`src/rtl/cmd_ram_pkg.sv`:
```
// cmd_ram_pkg: opcode encoding and frame field positions shared by cmd_ram.
package cmd_ram_pkg;
  typedef enum logic [1:0] {
    WR_ADDR = 2'b00,
    WR_DATA = 2'b01,
    RD_ADDR = 2'b10,
    RD_DATA = 2'b11
  } cmd_op_e;
  localparam int OP_W = 2;
  function automatic int op_lo(int data_w);
    return data_w;
  endfunction
  function automatic int op_hi(int data_w);
    return data_w + OP_W - 1;
  endfunction
endpackage

```
`src/rtl/cmd_ram_if.sv`:
```
// cmd_ram_if: frame input, read-return handshake and error flag of cmd_ram.
interface cmd_ram_if #(parameter int DATA_W = 8) ();
  logic              rx_valid;
  logic [DATA_W+1:0] din;
  logic              rx_ready;
  logic [DATA_W-1:0] dout;
  logic              tx_valid;
  logic              tx_ready;
  logic              addr_err;
  modport master (output rx_valid, din, tx_ready, input rx_ready, dout, tx_valid, addr_err);
  modport slave  (input rx_valid, din, tx_ready, output rx_ready, dout, tx_valid, addr_err);
endinterface

```
`src/rtl/cmd_ram_mem.sv`:
```
// cmd_ram_mem: DEPTH x DATA_W array, synchronous write, registered read, no reset.
module cmd_ram_mem #(
  parameter int DATA_W = 8,
  parameter int ADDR_W = 8,
  parameter int DEPTH  = 256
) (
  input  logic              clk,
  input  logic              we,
  input  logic [ADDR_W-1:0] waddr,
  input  logic [DATA_W-1:0] wdata,
  input  logic              re,
  input  logic [ADDR_W-1:0] raddr,
  output logic [DATA_W-1:0] rdata
);
  logic [DATA_W-1:0] mem [DEPTH];
  always_ff @(posedge clk) begin
    if (we) mem[waddr] <= wdata;
    if (re) rdata <= mem[raddr];
  end
endmodule

```
`src/rtl/cmd_ram.sv`:
```
// cmd_ram: opcode-framed RAM with separate write/read pointers, optional burst
// post-increment, valid/ready read return and a sticky out-of-range flag.
module cmd_ram
  import cmd_ram_pkg::*;
#(
  parameter int DATA_W   = 8,
  parameter int ADDR_W   = 8,
  parameter int DEPTH    = 256,
  parameter int AUTO_INC = 1
) (
  input logic      clk,
  input logic      rst,
  cmd_ram_if.slave bus
);
  localparam int OP_LO = op_lo(DATA_W);
  localparam int OP_HI = op_hi(DATA_W);
  localparam logic [ADDR_W:0]   LIM  = (ADDR_W+1)'(DEPTH);
  localparam logic [ADDR_W-1:0] LAST = ADDR_W'(DEPTH - 1);
  cmd_op_e           op;
  logic [DATA_W-1:0] payload, rdata;
  logic [ADDR_W-1:0] wr_ptr, rd_ptr, wr_nxt, rd_nxt;
  logic              acc, wr_acc, rd_acc, wr_oor, rd_oor, tx_valid, zero, err;
  function automatic logic [ADDR_W-1:0] bump(logic [ADDR_W-1:0] p);
    return p == LAST ? '0 : p + ADDR_W'(1);
  endfunction
  assign op           = cmd_op_e'(bus.din[OP_HI:OP_LO]);
  assign payload      = bus.din[DATA_W-1:0];
  assign bus.rx_ready = !tx_valid || bus.tx_ready;
  assign acc          = bus.rx_valid && bus.rx_ready;
  assign wr_acc       = acc && op == WR_DATA;
  assign rd_acc       = acc && op == RD_DATA;
  assign wr_oor       = {1'b0, wr_ptr} >= LIM;
  assign rd_oor       = {1'b0, rd_ptr} >= LIM;
  always_comb begin
    wr_nxt = (acc && op == WR_ADDR) ? payload[ADDR_W-1:0] : (wr_acc && AUTO_INC != 0) ? bump(wr_ptr) : wr_ptr;
    rd_nxt = (acc && op == RD_ADDR) ? payload[ADDR_W-1:0] : (rd_acc && AUTO_INC != 0) ? bump(rd_ptr) : rd_ptr;
  end
  // zero forces dout low after reset and for out-of-range reads, since the array has no reset
  always_ff @(posedge clk or posedge rst) begin
    if (rst) begin
      wr_ptr   <= '0;
      rd_ptr   <= '0;
      tx_valid <= 1'b0;
      zero     <= 1'b1;
      err      <= 1'b0;
    end else begin
      wr_ptr   <= wr_nxt;
      rd_ptr   <= rd_nxt;
      tx_valid <= rd_acc || (tx_valid && !bus.tx_ready);
      if (rd_acc) zero <= rd_oor;
      if ((wr_acc && wr_oor) || (rd_acc && rd_oor)) err <= 1'b1;
    end
  end
  cmd_ram_mem #(.DATA_W(DATA_W), .ADDR_W(ADDR_W), .DEPTH(DEPTH)) u_mem (
    .clk  (clk),
    .we   (wr_acc && !wr_oor),
    .waddr(wr_ptr),
    .wdata(payload),
    .re   (rd_acc && !rd_oor),
    .raddr(rd_ptr),
    .rdata(rdata)
  );
  assign bus.dout     = zero ? '0 : rdata;
  assign bus.tx_valid = tx_valid;
  assign bus.addr_err = err;
endmodule

```
`src/flat_wrapper.sv`:
```
// flat-port wrapper written by rule: the top's interface ports become plain ports
module cmd_ram_flat import cmd_ram_pkg::*;
#(
  parameter int DATA_W   = 8,
  parameter int ADDR_W   = 8,
  parameter int DEPTH    = 256,
  parameter int AUTO_INC = 1
)
  (clk, rst, bus_rx_valid, bus_din, bus_tx_ready, bus_rx_ready, bus_dout, bus_tx_valid, bus_addr_err);
  cmd_ram_if #(.DATA_W(DATA_W)) bus_i ();
  input logic clk;
  input logic rst;
  input wire logic [$bits(bus_i.rx_valid)-1:0] bus_rx_valid;
  input wire logic [$bits(bus_i.din)-1:0] bus_din;
  input wire logic [$bits(bus_i.tx_ready)-1:0] bus_tx_ready;
  output wire logic [$bits(bus_i.rx_ready)-1:0] bus_rx_ready;
  output wire logic [$bits(bus_i.dout)-1:0] bus_dout;
  output wire logic [$bits(bus_i.tx_valid)-1:0] bus_tx_valid;
  output wire logic [$bits(bus_i.addr_err)-1:0] bus_addr_err;
  assign bus_i.rx_valid = bus_rx_valid;
  assign bus_i.din = bus_din;
  assign bus_i.tx_ready = bus_tx_ready;
  assign bus_rx_ready = bus_i.rx_ready;
  assign bus_dout = bus_i.dout;
  assign bus_tx_valid = bus_i.tx_valid;
  assign bus_addr_err = bus_i.addr_err;
  cmd_ram #(.DATA_W(DATA_W), .ADDR_W(ADDR_W), .DEPTH(DEPTH), .AUTO_INC(AUTO_INC)) u_core (.clk(clk), .rst(rst), .bus(bus_i));
endmodule
```
`config.mk`:
```
export PLATFORM = sky130hd
export DESIGN_NAME = cmd_ram_flat
export DESIGN_NICKNAME = d
export VERILOG_FILES = /design/src/rtl/cmd_ram_pkg.sv /design/src/rtl/cmd_ram_if.sv /design/src/rtl/cmd_ram_mem.sv /design/src/rtl/cmd_ram.sv /design/src/flat_wrapper.sv
export SDC_FILE = /design/constraint.sdc
export NUM_CORES = 2
export LEC_CHECK = 0
export ABC_AREA = 1
export CAP_MARGIN = 20
export CORE_UTILIZATION = 35
export CTS_CLUSTER_SIZE = 28
export DETAILED_ROUTE_END_ITERATION = 10
export GPL_TIMING_DRIVEN = 1
export PLACE_DENSITY_LB_ADDON = 0.15
export SLEW_MARGIN = 40
export SYNTH_ARGS = -nofsm -noshare
export SYNTH_HDL_FRONTEND = slang
export SYNTH_SLANG_ARGS = --single-unit
```
`constraint.sdc`:
```
create_clock -name clk -period 2.6 [get_ports clk]
set_input_delay 0.26 -clock clk [delete_from_list [all_inputs] [get_ports clk]]
set_output_delay 0.26 -clock clk [all_outputs]
set_load 0.01 [all_outputs]
```
==> run metrics <==
Worst Hold Class in -> reg; Final nets 7707; minimum clock period approximately 2.6 ns; crit path DAT 3.18 ns; clock slew at reported path FFs 0.06 ns; P per Cell Area just under 900 nW/um^2; vias in the first global route 55270; Reg-to-Reg Start u_core.rd_ptr[0]; CP max-delay cell dfrtp_4; top-area cell type share of the netlist area 72.93%; power share of the clock group roughly a third; Die ar. 243900 um^2; Gate power share 27.2%; fmax 391.6 MHz; placed cells 10600; # rows 180; leading post-synthesis cells by cell area edfxtp_1, nand3_1, nand2_1; Avg WL per Cell between 20 and 25 um; Max FO, Critical Path 16; Post-synth EDFFs 2056; first-pass GRT wire length 388700 um; period utilization 98.23%; Layout Cells excl Fill between 10000 and 15000; TritonCTS buffer count approximately 220; TritonCTS clock tree yes; Hold Path Origin bus_tx_ready; Worst-Skew Late Latency between 0.8 and 0.9 ns; RSZ-0062 raised after global routing true; placer congestion estimate 0.8346; yosys warns 0; hold slack 0.1086 ns; WP buf/inv 3; IO Port Bufs 23; Crit path required time 3.22 ns; CP Capture Type register; post-route ant nets 0; Clock Path Buffers 3; GR Overflow Total 0; worst-path cell chain bufbuf_16, buf_12, bufbuf_16, nand2_1, nand3_1, nand3_1, nand3_1, nand3_2, nand3_2, nand3_2, nand2_1, nand2_1, nand2_1; clk root buf clkbuf_16; Reg2Reg Setup Slack 0.05 ns; Max Cap Viol 0; Synth-to-Final Area Change 21.71%; post-synthesis cell area 84660 um^2; dpl cell area around 94000 um^2; io pins 25; Synth area leader edfxtp_1; vias per cell 5.192; post-detail-place hpwl roughly 160000 um; cell family contributing the most delay on the critical path simple AND/OR/NAND/NOR gates; largest net degree at the start of global routing 70; via count 57440; leakage 37.02 nW; startpoint type of the worst setup path register; Reg2Reg Depth 13; Synth Flop Type edfxtp_1; DRC 0; core area 240500 um^2; final worst slack ~0.046 ns; Worst Tran Pin Value 0.7763 ns; WHS Path Cells 5; status complete, no violations; Pint 0.06218 W; FF+latch count, synth 2074; filler cell count 22360; sw frac between 30% and 40%; Hold EP u_core.bus.tx_valid; die extent in y 493.8 um; final WL between 200000 and 300000 um; final count of pins violating max slew 0; critical path class reg -> reg; Netlist cell types 35; Die Wd approximately 490 um; final hold violation count 0; final setup fails 0; Seq. cell area 62210 um^2; GRT Total Usage 21.87%; setup_tns 0 ns; Clock Skew 0.03426 ns; Synth Instances 7133; layout cells sized above 1 16.69%; pre-CTS WS -0.5240 ns; Net Switching 0.02999 W; Syn Area/Cell 11.87 um^2; design area 103000 um^2; Initial Util 35.20%; Reg2Reg Capture Point u_core.u_mem.rdata[7]; most frequent cell on the critical path nand2_1; post-synthesis sequential area ratio 73.46%; TritonRoute pass-1 iters 5; Rel. slew slack 48.25%; area of the multi-input gates around 21000 um^2; CTS Sinks 2074; biggest cell delay along the critical path 0.51 ns; Worst VDD drop ~0.57 mV; # H-tree levels 4; sequential share of power 40.3%; DRT iter0 DRCs 5393; initial antenna violation count 8; FFs w/ async S/R, synth less than 1%; Syn Nets 7152
cell families (layout without fill, tap and decap cells):
family	count (synthesis)	in the layout	share of synthesized area [%]
flip-flops	2074	2074	73.46
AO/OA/AOI/OAI	32	32	0.2394
AND/OR/NAND/NOR	4480	4480	23.01
XOR/XNOR	3	3	0.03104
other	1	6	0.004429
buffers and inverters	538	1277	3.186
adder cells (fa/ha/maj)	5	5	0.07390
worst reg2reg max path, cell delays in order, from the launching register on:
cell and delay (ns):
dfrtp_4 0.51, bufbuf_16 0.31, buf_12 0.18, bufbuf_16 0.33
nand2_1 0.07, nand3_1 0.07, nand3_1 0.07, nand3_1 0.15
nand3_2 0.16, nand3_2 0.13, nand3_2 0.13, nand2_1 0.08
nand2_1 0.07, nand2_1 0.06
state kept, by name (all words and copies together) (netlist names):
| name | cells |
|---|---|
| u_core.u_mem.mem | 2048 |
| u_core.zero | 1 |
| u_core.rd_ptr | 8 |
| u_core.u_mem.rdata | 8 |
| u_core.wr_ptr | 8 |
| u_core.bus.tx_valid | 1 |
stage by stage:
| step | util (%) | power [W] |
|---|---|---|
| after floorplan | - | 0.04963 |
| after global placement | 39.00 | 0.06031 |
| after detailed placement | 39.00 | 0.06025 |
| after CTS | 42.52 | 0.09211 |
| after global routing | 42.84 | 0.09580 |
| final | 42.84 | 0.09217 |
synth_stat cells, types with 5 or more instances:
master	n
ha_1	5
nor2_1	296
buf_6	20
nand2_4	9
edfxtp_1	2056
nand3_1	2029
buf_1	41
buf_4	40
inv_1	56
nand2_1	2134
dfrtp_1	17
a22oi_1	8
clkbuf_1	83
a21oi_1	13
clkinv_1	5
buf_2	289
how the worst max path moves through the flow:
| stage | start | end | slack, ns | depth (start not counted) |
|---|---|---|---|---|
| floorplan | u_core.bus.tx_valid | u_core.u_mem.mem[153][0] | 0.05 | 8 |
| global placement | u_core.rd_ptr[1] | u_core.u_mem.rdata[0] | -0.54 | 14 |
| detailed placement | u_core.rd_ptr[1] | u_core.u_mem.rdata[0] | -0.52 | 14 |
| CTS | u_core.rd_ptr[1] | u_core.u_mem.rdata[0] | -0.009 | 14 |
| global route | u_core.rd_ptr[0] | u_core.u_mem.rdata[2] | -0.03 | 13 |
| finish | u_core.rd_ptr[0] | u_core.u_mem.rdata[7] | 0.05 | 13 |
routing by layer:
metal | track usage [%] | share of wire [%] | routed length (um) | vias to the layer above
met4 | 7.640 | 3.3 | 9019 | 6
met5 | 0 | 0.013 | 36 | -
met3 | 3.751 | 6.0 | 16290 | 378
li1 | - | - | - | 26500
met1 | 30.45 | 44 | 119400 | 28800
met2 | 34.42 | 46 | 125000 | 1761
timing repair:
item / 4_1_cts / 5_1_grt
pin swaps: 9 / 27
setup buffers: 20 / 6
hold endpoints to repair: 389 / 0
hold buffers: 9 / 0
gates cloned: 18 / 5
gates resized for setup: 151 / 128
setup endpoints to repair: 9 / 13
final cells by class:
type / count / share of cell area, %
timing repair buffer: 808 / 8.478
timing repair inverter: 2 / 0.03157
multi-input combinational: 4521 / 20.39
tap: 3185 / 3.867
clock buffer: 259 / 5.464
clock inverter: 144 / 1.098
antenna: 5 / 0.01214
sequential: 2074 / 60.37
inverter: 64 / 0.2890
cell usage in the layout, fill, tap and decap left out, drive strengths merged:
cell type and n:
a21oi 13, a22oi 8, buf 764, bufbuf 15, bufinv 14, clkbuf 264, clkdlybuf4s50 15, clkinv 125
clkinvlp 3, conb 1, dfrtp 17, dfstp 1, diode 5, dlygate4sd3 9, edfxtp 2056, ha 5
inv 68, nand2 2144, nand3 2030, nand3b 2, nor2 299, nor3 2, nor4 2, o211ai 4
o21ai 3, o221ai 3, o22ai 1, or2 1, xnor2 1, xor2 2
power by group through the flow:
stage	clock network, W	registers, W	logic (W)
2_1_floorplan	0	0.0377	0.0120
3_3_place_gp	0	0.0378	0.0225
3_5_place_dp	0	0.0378	0.0224
4_1_cts	0.0306	0.0371	0.0244
5_1_grt	0.0318	0.0371	0.0269
6_report	0.0300	0.0371	0.0251
Power figures use the tool's default switching activity.
